**config.mk**
```make
export PLATFORM = sky130hd
export DESIGN_NAME = mul_share_arbiter
export DESIGN_NICKNAME = d
export VERILOG_FILES = /design/src/rtl/mul_share_pkg.sv /design/src/rtl/dadda_32bit.sv /design/src/rtl/mul_share_arbiter_rr_pick.sv /design/src/rtl/mul_share_arbiter.sv
export SDC_FILE = /design/constraint.sdc
export NUM_CORES = 1
export LEC_CHECK = 0
export CORE_UTILIZATION = 58
export CTS_BUF_LIST = sky130_fd_sc_hd__clkbuf_8 sky130_fd_sc_hd__clkbuf_16
export DETAILED_ROUTE_END_ITERATION = 6
export HOLD_SLACK_MARGIN = 0.02
export PLACE_DENSITY = 0.95
export SETUP_SLACK_MARGIN = 0.4
export SLEW_MARGIN = 15
export SYNTH_ARGS = -nofsm -noshare
export SYNTH_HDL_FRONTEND = slang
export SYNTH_SLANG_ARGS = --single-unit
```
**constraint.sdc**
```tcl
create_clock -name clk -period 7.65 [get_ports clk]
set_input_delay 1.53 -clock clk [delete_from_list [all_inputs] [get_ports clk]]
set_output_delay 1.53 -clock clk [all_outputs]
set_load 0.03 [all_outputs]
```
**src/rtl/mul_share_pkg.sv**
```systemverilog
// Shared types and constants for the multiplier-sharing arbiter.
package mul_share_pkg;

    localparam int NUM_REQ_DEFAULT = 4;
    localparam int DATA_WIDTH      = 32;

    typedef enum logic [1:0] {
        IDLE    = 2'd0,
        COMPUTE = 2'd1,
        ACK     = 2'd2
    } state_t;

endpackage

```
**src/rtl/dadda_32bit.sv**
```systemverilog
// Combinational 32x32 unsigned multiplier producing a full 64-bit product.
module dadda_32bit (
    input  logic [31:0] a,
    input  logic [31:0] b,
    output logic [63:0] y
);

    assign y = {32'b0, a} * {32'b0, b};

endmodule

```
**src/rtl/mul_share_arbiter_rr_pick.sv**
```systemverilog
// Combinational round-robin first-one finder: searches req upward from ptr, wrapping.
module rr_pick #(
    parameter int N = 4,
    parameter int W = $clog2(N)
) (
    input  logic [N-1:0] req,
    input  logic [W-1:0] ptr,
    output logic         found,
    output logic [W-1:0] idx
);

    function automatic int wrap_idx(input logic [W-1:0] base, input int off);
        return (int'(base) + off) % N;
    endfunction

    // Walk offsets from farthest to nearest so the closest set bit to ptr wins.
    always_comb begin
        found = 1'b0;
        idx   = '0;
        for (int i = N - 1; i >= 0; i--) begin
            if (req[wrap_idx(ptr, i)]) begin
                found = 1'b1;
                idx   = W'(wrap_idx(ptr, i));
            end
        end
    end

endmodule

```
**src/rtl/mul_share_arbiter.sv**
```systemverilog
// Round-robin arbiter sharing one dadda_32bit multiplier among NUM_REQ requesters
// with a req/ack handshake; one multiply per three cycles at most.
module mul_share_arbiter
    import mul_share_pkg::*;
#(
    parameter int NUM_REQ    = NUM_REQ_DEFAULT,
    parameter int data_width = DATA_WIDTH,
    parameter int REQ_IDX_W  = $clog2(NUM_REQ)
) (
    input  logic                          clk,
    input  logic                          rst,
    input  logic [NUM_REQ-1:0]            req,
    input  logic [NUM_REQ*data_width-1:0] a_flat,
    input  logic [NUM_REQ*data_width-1:0] b_flat,
    output logic [NUM_REQ-1:0]            ack,
    output logic [data_width-1:0]         out,
    output logic [REQ_IDX_W-1:0]          grant_idx,
    output logic                          busy
);

    state_t                 state;
    state_t                 next_state;
    logic [REQ_IDX_W-1:0]   ptr;
    logic [REQ_IDX_W-1:0]   next_ptr;
    logic [data_width-1:0]  op_a;
    logic [data_width-1:0]  op_b;
    logic                   pick_found;
    logic [REQ_IDX_W-1:0]   pick_idx;
    logic [63:0]            prod;
    logic                   unused_prod_hi;

    rr_pick #(
        .N(NUM_REQ),
        .W(REQ_IDX_W)
    ) u_rr_pick (
        .req   (req),
        .ptr   (ptr),
        .found (pick_found),
        .idx   (pick_idx)
    );

    // The multiplier only ever sees the latched operands, so requesters may
    // change their inputs freely once granted.
    dadda_32bit u_mul (
        .a (op_a),
        .b (op_b),
        .y (prod)
    );

    assign unused_prod_hi = ^prod[63:data_width];
    assign busy           = (state != IDLE);
    assign next_ptr       = (grant_idx == REQ_IDX_W'(NUM_REQ - 1)) ? '0 : grant_idx + 1'b1;

    always_ff @(posedge clk or negedge rst) begin
        if (!rst) begin
            state <= IDLE;
        end else begin
            state <= next_state;
        end
    end

    always_comb begin
        next_state = state;
        case (state)
            IDLE:    if (pick_found) next_state = COMPUTE;
            COMPUTE: next_state = ACK;
            ACK:     next_state = IDLE;
            default: next_state = IDLE;
        endcase
    end

    // ack defaults low every cycle so it can only ever be a single-cycle pulse.
    always_ff @(posedge clk or negedge rst) begin
        if (!rst) begin
            ack       <= '0;
            out       <= '0;
            grant_idx <= '0;
            ptr       <= '0;
            op_a      <= '0;
            op_b      <= '0;
        end else begin
            ack <= '0;
            case (state)
                IDLE: begin
                    if (pick_found) begin
                        op_a      <= a_flat[int'(pick_idx) * data_width +: data_width];
                        op_b      <= b_flat[int'(pick_idx) * data_width +: data_width];
                        grant_idx <= pick_idx;
                    end
                end
                COMPUTE: begin
                    out <= prod[data_width-1:0];
                    ack <= NUM_REQ'(1) << grant_idx;
                    ptr <= next_ptr;
                end
                default: ;
            endcase
        end
    end

endmodule

```
### After elaboration in Yosys (flattened, before gate mapping)

Index checks and enable logic that the tools add are counted.

| cells by class | value |
|---|---|
| muxes and demuxes | 23 |
| multiply operators | 1 |
| shift-type cells | 3 |
| add/sub/neg operators | 4 |
| eq/ne operators | 3 |
| bitwise logic cells | 3 |
| magnitude comparators | 4 |
| reduce and logical (&&, ||, !) cells | 6 |

Operator list:

| kind | number |
|---|---|
| $shiftx A128 B8 Y32 | 2 |
| $mul A32 B32 Y32 | 1 |
| $lt A3 B4 Y1 const B | 3 |
| $mux W2 | 6 |
| $mux W1 | 11 |
| $bmux W1 S2 | 4 |
| $reduce_or A2 Y1 | 3 |
| $add A2 B1 Y2 const B | 2 |
| $add A2 B2 Y2 const B | 2 |
| $mux W4 | 1 |
| $pmux W2 S2 | 1 |
| $shl A1 B2 Y4 const A | 1 |
| $and A1 B1 Y1 const A | 3 |
| $lt A2 B3 Y1 const B | 1 |
| $eq A2 B1 Y1 const B | 1 |
| $eq A2 B2 Y1 const B | 1 |
| $logic_not A2 Y1 | 1 |
| $ne A2 B2 Y1 const B | 1 |
| $reduce_and A2 Y1 | 1 |
| $reduce_bool A2 Y1 | 1 |

| word-level totals | value |
|---|---|
| bits of input ports | 262 |
| output and inout port bits | 39 |
| bits in registers | 106 |

### Logic depth before layout (Yosys ltp)

Gate-level depths: netlist of run 1.

| logic depth | value |
|---|---|
| depth in word-level cells | 12 |
| depth in mapped cells | 28 |
| gate-level depth less buffers | 26 |

### By module

Synthesis of run 1 repeated with hierarchy kept, for this count alone.

| second synthesis, totals | value |
|---|---|
| cell total of the unflattened synthesis | 4013 |
| area total of the unflattened synthesis | 38964.9 sq um |

Modules (own cells, without submodules):

| module | instances | seq. area each (sq um) | area each (sq um) | cells an instance |
|---|---|---|---|---|
| dadda_32bit | 1 | 0.0 | 33347.0 | 3689 |
| mul_share_arbiter | 1 | 2652.5 | 5540.3 | 311 |
| rr_pick | 1 | 0.0 | 77.6 | 13 |

### Least setup slack after synthesis of run 1

Ideal clock, no wire load.

| timing path | value |
|---|---|
| path kind | register -> register |
| from | register op_b[3] |
| to | register out[31] |
| path slack | 0.830 ns |
| buffers on the path | 2 |
| period minus slack after synthesis | 6.820 ns |
| stages on the path, launching flop included | 25 |
| arrival | 6.697 ns |
| library setup time | 0.123 ns |
| cells stage by stage | dfrtp_1 -> clkbuf_1 -> clkbuf_1 -> nand2_1 -> fa_1 -> fa_1 -> fa_1 -> fa_1 -> inv_1 -> fa_1 -> inv_1 -> fa_1 -> fa_1 -> fa_1 -> inv_1 -> ha_1 -> and3_2 -> o21ai_0 -> o21ai_2 -> a221o_1 -> a31oi_1 -> o21ai_1 -> a21oi_2 -> xnor2_1 -> o21ai_1 |

| between the ends | value |
|---|---|
| word-level cells in the longest chain between the ends | 1 |

RTL lines:

| item | line | source |
|---|---|---|
| start, declared | mul_share_arbiter.sv:26 | `logic [data_width-1:0] op_b;` |
| start signal, assigned | mul_share_arbiter.sv:87 | `op_b <= b_flat[int'(pick_idx) * data_width +: data_width];` |
| $mul A32 B32 Y32 | dadda_32bit.sv:8 | `assign y = {32'b0, a} * {32'b0, b};` |
| end signal, assigned | mul_share_arbiter.sv:92 | `out <= prod[data_width-1:0];` |
| end, declared | mul_share_arbiter.sv:16 | `output logic [data_width-1:0] out,` |

Every way passes these cells.
A chain may end at the register's enable or synchronous reset.

### Worst setup path after layout of run 1

| timing path | value |
|---|---|
| from | register op_b[13] |
| to | register out[30] |

The elaborated chain is that of the path after synthesis.

==> impl_metrics.ini, run 1 <==
[run_status]
status = completed

[floorplanning]
die-area_sq_um = 37900
coreArea_sq_um = 36600
ios = 301
fp.dieH_microns = 195
dieWidth_microns = 195
num_rows = 70
initial_utilization = 0.588

[synth]
synth_top_cell_by_area = fa_1
synthMuxAreaShare = 0.000465
synth-simple-area-share = 0.226
yosysMostFrequentCell = nand2_1
synth_area_leaders = fa_1, dfrtp_1, nand2_1, and2_1, ha_1
ys_ff_latch = 106
postSynth.asyncResetShare = 1.00
syn_area_per_cell_sq_um = 8.33
synth_edf_count = 0
synth_top_area_frac = 0.379
yosys_warnings = 0
netlist_top_cells_count = nand2_1, fa_1, inv_1, and2_1, clkbuf_1
synthFlopType = dfrtp_1
syn-num-nets = 3380
synth-xor-area-share = 0.0358
ys_types = 53
synth_adder_area_share = 0.453
synth-compound-area-share = 0.0620
synth_top_family_by_area = adder cells
netlist_area_sq_um = 21500
yosysSeqAreaShare = 0.123
synthCells = 2583

[cts]
holdBufCountCts = 0
cts.sinks = 106
cts_tree = built
clk_latency_ns = 0.39
cts_buffers = 9
root_buffer = clkbuf_16
cts_max_level = 3
path_clk_slew_ns = 0.09
cts.path.max_buffers = 2

[worst_setup_path]
arrival_ns = 7.43
required_ns = 7.92
crit_fanout = 14
critPathLaunchType = register
end_kind = register
critical_path_class = register to register

[drt]
vias = 18400
drc = 0
wl_per_cell_microns = 19.7
drt_iter0_drc = 1427
avgViaCountPerCell = 5.63
drt_first_pass_iters = 5
routed_wl_microns = 64200
detail-route-antenna-nets = 0

[global_routing]
grt_usage = 0.348
grt_max_degree = 111
grt-ovfl-total = 0
grt_pass1_vias = 19600
antenna_found_initial = 1
grt_pass1_wl_microns = 102000

[sta]
holdWs_ns = 0.486
timing_hold_violations_final = 0
setup_tns_ns = 0
post-route-min-period_ns = 7.16
maxSlewViolCount = 0
fmax_mhz = 140
period_share = 0.936
relSlewSlack = 0.318
worstMarginPinSlew_ns = 1.02
setup_viol = 0
finClkSkew_ns = 0.00844
rsz0062_at_grt = yes

[flow_run]
drv_cap = 0

[place]
portBuffers = 300
placed_area_sq_um = 24900
dpl.hpwl_microns = 51600
gp_congestion = 0.963

[cells_and_area]
drive_above_1_share = 0.0500
final_util = 0.694
n_antenna_cell = 0
final_area_sq_um = 25400
syn2layout_area_growth_pct = 18.1
fill_cells = 2690
fin_nets = 3591

[min_path]
hold_path.class = register to register
final timing paths:
path,from,end,slack (ns),depth (start not counted)
max,op_b[13]$_DFFE_PN0P_,out[30]$_DFFE_PN0P_,0.49,24
min,out[7]$_DFFE_PN0P_,out[7]$_DFFE_PN0P_,0.49,2
max reg2reg,op_b[13]$_DFFE_PN0P_,out[30]$_DFFE_PN0P_,0.49,24
min reg2reg,out[7]$_DFFE_PN0P_,out[7]$_DFFE_PN0P_,0.49,2
max in group asynchronous,rst,op_a[1]$_DFFE_PN0P_,5.09,2
min in group asynchronous,rst,out[19]$_DFFE_PN0P_,1.13,1
repair_timing:
item	CTS	global route
endpoints found under the setup margin	2	4
pin swaps	0	12
buffers inserted	0	13
gates resized for setup	9	40
critical path, stage by stage (launching register included):
cell      delay, ns
dfrtp_1        0.77
nand2_1        0.16
fa_1           0.50
inv_1          0.05
fa_1           0.35
inv_1          0.08
fa_1           0.43
fa_1           0.49
inv_1          0.05
fa_1           0.50
inv_1          0.05
fa_1           0.55
fa_1           0.42
fa_1           0.49
inv_1          0.05
ha_1           0.35
a21oi_1        0.19
nor2b_1        0.08
o21ai_1        0.22
o211ai_1       0.14
o21bai_2       0.25
a31o_2         0.32
a22oi_2        0.17
nor3_1         0.07
a211o_1        0.30
cell type report:
cell class | instances | area [sq um] | share of cell area
Multi-Input combinational cell | 1919 | 16900 | 0.664
Timing Repair Buffer | 358 | 3450 | 0.136
Sequential cell | 106 | 2690 | 0.106
Inverter | 400 | 1500 | 0.0591
Tap cell | 468 | 586 | 0.0230
Clock buffer | 9 | 225 | 0.00886
Clock inverter | 7 | 82.6 | 0.00325
stage by stage:
stage	cells	worst slack [ns]
2_1_floorplan	2583	0.830
3_3_place_gp	3238	0.578
3_5_place_dp	3238	0.298
4_1_cts	3254	0.384
5_1_grt	3267	0.322
6_report	3267	0.489
routing by layer:
metal,part of all wire,up-vias,global-route usage
li1,-,8105,-
met5,0.00017,-,0
met3,0.10,249,0.0769
met1,0.36,8972,0.429
met4,0.051,2,0.164
met2,0.49,1071,0.583
cell families after synthesis:
kind of cell | after synthesis
flops | 106
mux | 1
simple gates | 1064
buf+inv | 558
compound gates | 234
xor+xnor | 85
fa+ha+maj | 535
sequential cells by signal, summed over array words and instances (netlist names):
name / flops
ptr: 2
grant_idx: 2
op_b: 32
op_a: 32
out: 32
ack: 4
state: 2
cell usage in the layout, fill, tap and decap left out, types with 20 or more instances in the layout:
master,n
fa_1,407
xor2_1,21
dfrtp_2,27
xnor2_1,61
ha_1,121
and2_1,294
o21ai_1,65
o21ai_0,101
a21oi_1,20
inv_1,400
buf_4,57
dfrtp_1,77
nand3_1,66
nand2_1,678
clkdlybuf4s50_1,299
Power of run 1 is not shown: default switching activity piles up to over one toggle a cycle in this logic, so the estimate is an artifact.
==> run 2, diff against run 1 <==
Settings changed: PLACE_DENSITY 0.95 to 0.84.
==> run 2 against run 1 <==
  * Sequential cell count is the same
  * Clock skew rose by 0.011 ns
  * Die area is the same
  * Register-to-register slack improved by 0.03 ns
==> impl_metrics.ini, run 2 (synthesis results as in run 1) <==
[floorplanning]
coreArea_sq_um = 36600
initial_utilization = 0.588
dieWidth_microns = 195
fp.dieH_microns = 195
die-area_sq_um = 37900
ios = 301
num_rows = 70

[cells_and_area]
final_util = 0.695
syn2layout_area_growth_pct = 18.2
fill_cells = 2847
fin_nets = 3596
top_regs = op_a (32), op_b (32), out (32)
final_cell_mix = nand2_1, fa_1, inv_1
stdcell_count = 3273
ff_latch_area_sq_um = 2700
drive_above_1_share = 0.0510
final_common_cell = nand2_1
multi_input_area_sq_um = 16800

[run_status]
status = completed

[min_path]
hold_start = out[25]$_DFFE_PN0P_
min_to = out[25]$_DFFE_PN0P_
hold_path.class = register to register
hold-path-cell-count = 2

[cts]
cts.sinks = 106
path_clk_slew_ns = 0.09
cts_buffers = 9
cts_tree = built
clk_latency_ns = 0.41
cts.path.max_buffers = 2
root_buffer = clkbuf_16
cts_max_level = 3
holdBufCountCts = 0

[drt]
routed_wl_microns = 62700
wl_per_cell_microns = 19.1
vias = 18000
drt_iter0_drc = 1360
drt_first_pass_iters = 5
drc = 0
avgViaCountPerCell = 5.50
detail-route-antenna-nets = 0

[sta]
setup_viol = 0
fin_ws_ns = 0.520
post-route-min-period_ns = 7.13
worstMarginPinSlew_ns = 1.10
timing_hold_violations_final = 0
rsz0062_at_grt = yes
period_share = 0.932
setup_tns_ns = 0
fmax_mhz = 140
finClkSkew_ns = 0.0198
relSlewSlack = 0.269
maxSlewViolCount = 0

[worst_setup_path]
rr_endpoint = out[30]$_DFFE_PN0P_
arrival_ns = 7.41
r2r_slack_ns = 0.52
crit_fanout = 14
critical_path_class = register to register
critPathLaunchType = register
reg2reg_depth = 24
required_ns = 7.93
end_kind = register
timing.rr.start = op_a[14]$_DFFE_PN0P_

[global_routing]
grt-ovfl-total = 0
grt_max_degree = 119
grt_usage = 0.341
antenna_found_initial = 2
grt_pass1_vias = 19100
grt_pass1_wl_microns = 99800

[place]
gp_congestion = 0.933
placed_cells = 3240
portBuffers = 300
dpl.hpwl_microns = 50500
dp_slack_ns = 0.179

[flow_run]
drv_cap = 0
## run 2: cell types whose count changed in the layout (fill, tap and decap cells not counted), sizes merged
| cell | before | now |
|---|---|---|
| clkbuf | 9 | 13 |
| buf | 59 | 61 |
| bufinv | 0 | 1 |
| clkinv | 4 | 3 |
| clkinvlp | 1 | 0 |
| diode | 0 | 1 |
## run 2: worst max-delay path, stage by stage, from the launching register on
cell and delay, ns:
dfrtp_2 0.46, buf_4 0.21, and2_1 0.19, fa_1 0.51
fa_1 0.55, inv_1 0.06, fa_1 0.47, fa_1 0.49
inv_1 0.05, fa_1 0.50, inv_1 0.06, fa_1 0.54
fa_1 0.43, fa_1 0.50, inv_1 0.06, ha_4 0.24
a21oi_1 0.15, nor2b_1 0.08, o21ai_1 0.18, o211ai_1 0.13
o21bai_2 0.26, a31o_2 0.32, a22oi_1 0.20, nor3_1 0.07
a211o_1 0.29
## run 2: final cells by class
class / count / area share
Clock inverter: 6 / 0.00378
Multi-Input combinational cell: 1919 / 0.661
Tap cell: 468 / 0.0230
Antenna cell: 1 / 0.0000983
Sequential cell: 106 / 0.106
Clock buffer: 10 / 0.00939
Timing Repair Buffer: 363 / 0.137
Inverter: 400 / 0.0590
## run 2: metal layers
metal / track usage / vias to the layer above / share of wire
met5: 0 / - / 0
met3: 0.0569 / 144 / 0.077
met1: 0.438 / 8947 / 0.39
met4: 0.134 / 0 / 0.040
li1: - / 8124 / -
met2: 0.578 / 788 / 0.49
## run 2: stage by stage
step	cell area, sq um	hold slack, ns
after detailed placement	24900	0.474
after floorplan	21500	0.450
final	25500	0.486
after global placement	24900	0.453
after CTS	25200	0.491
after global routing	25500	0.519
## run 2: how the worst max path moves through the flow
stage / startpoint / endpoint / cells after the start
floorplan: op_b[3]$_DFFE_PN0P_ / out[31]$_DFFE_PN0P_ / 24
global placement: op_b[4]$_DFFE_PN0P_ / out[31]$_DFFE_PN0P_ / 23
detailed placement: op_b[4]$_DFFE_PN0P_ / out[30]$_DFFE_PN0P_ / 22
CTS: op_b[1]$_DFFE_PN0P_ / out[31]$_DFFE_PN0P_ / 21
global route: op_a[13]$_DFFE_PN0P_ / out[31]$_DFFE_PN0P_ / 23
finish: op_a[14]$_DFFE_PN0P_ / out[30]$_DFFE_PN0P_ / 24
## run 2: repair_timing
item	CTS	global route
pin swaps	0	3
buffers inserted	0	16
resized for setup	18	28
endpoints found under the setup margin	4	6
Power of run 2 is left out for the same reason.
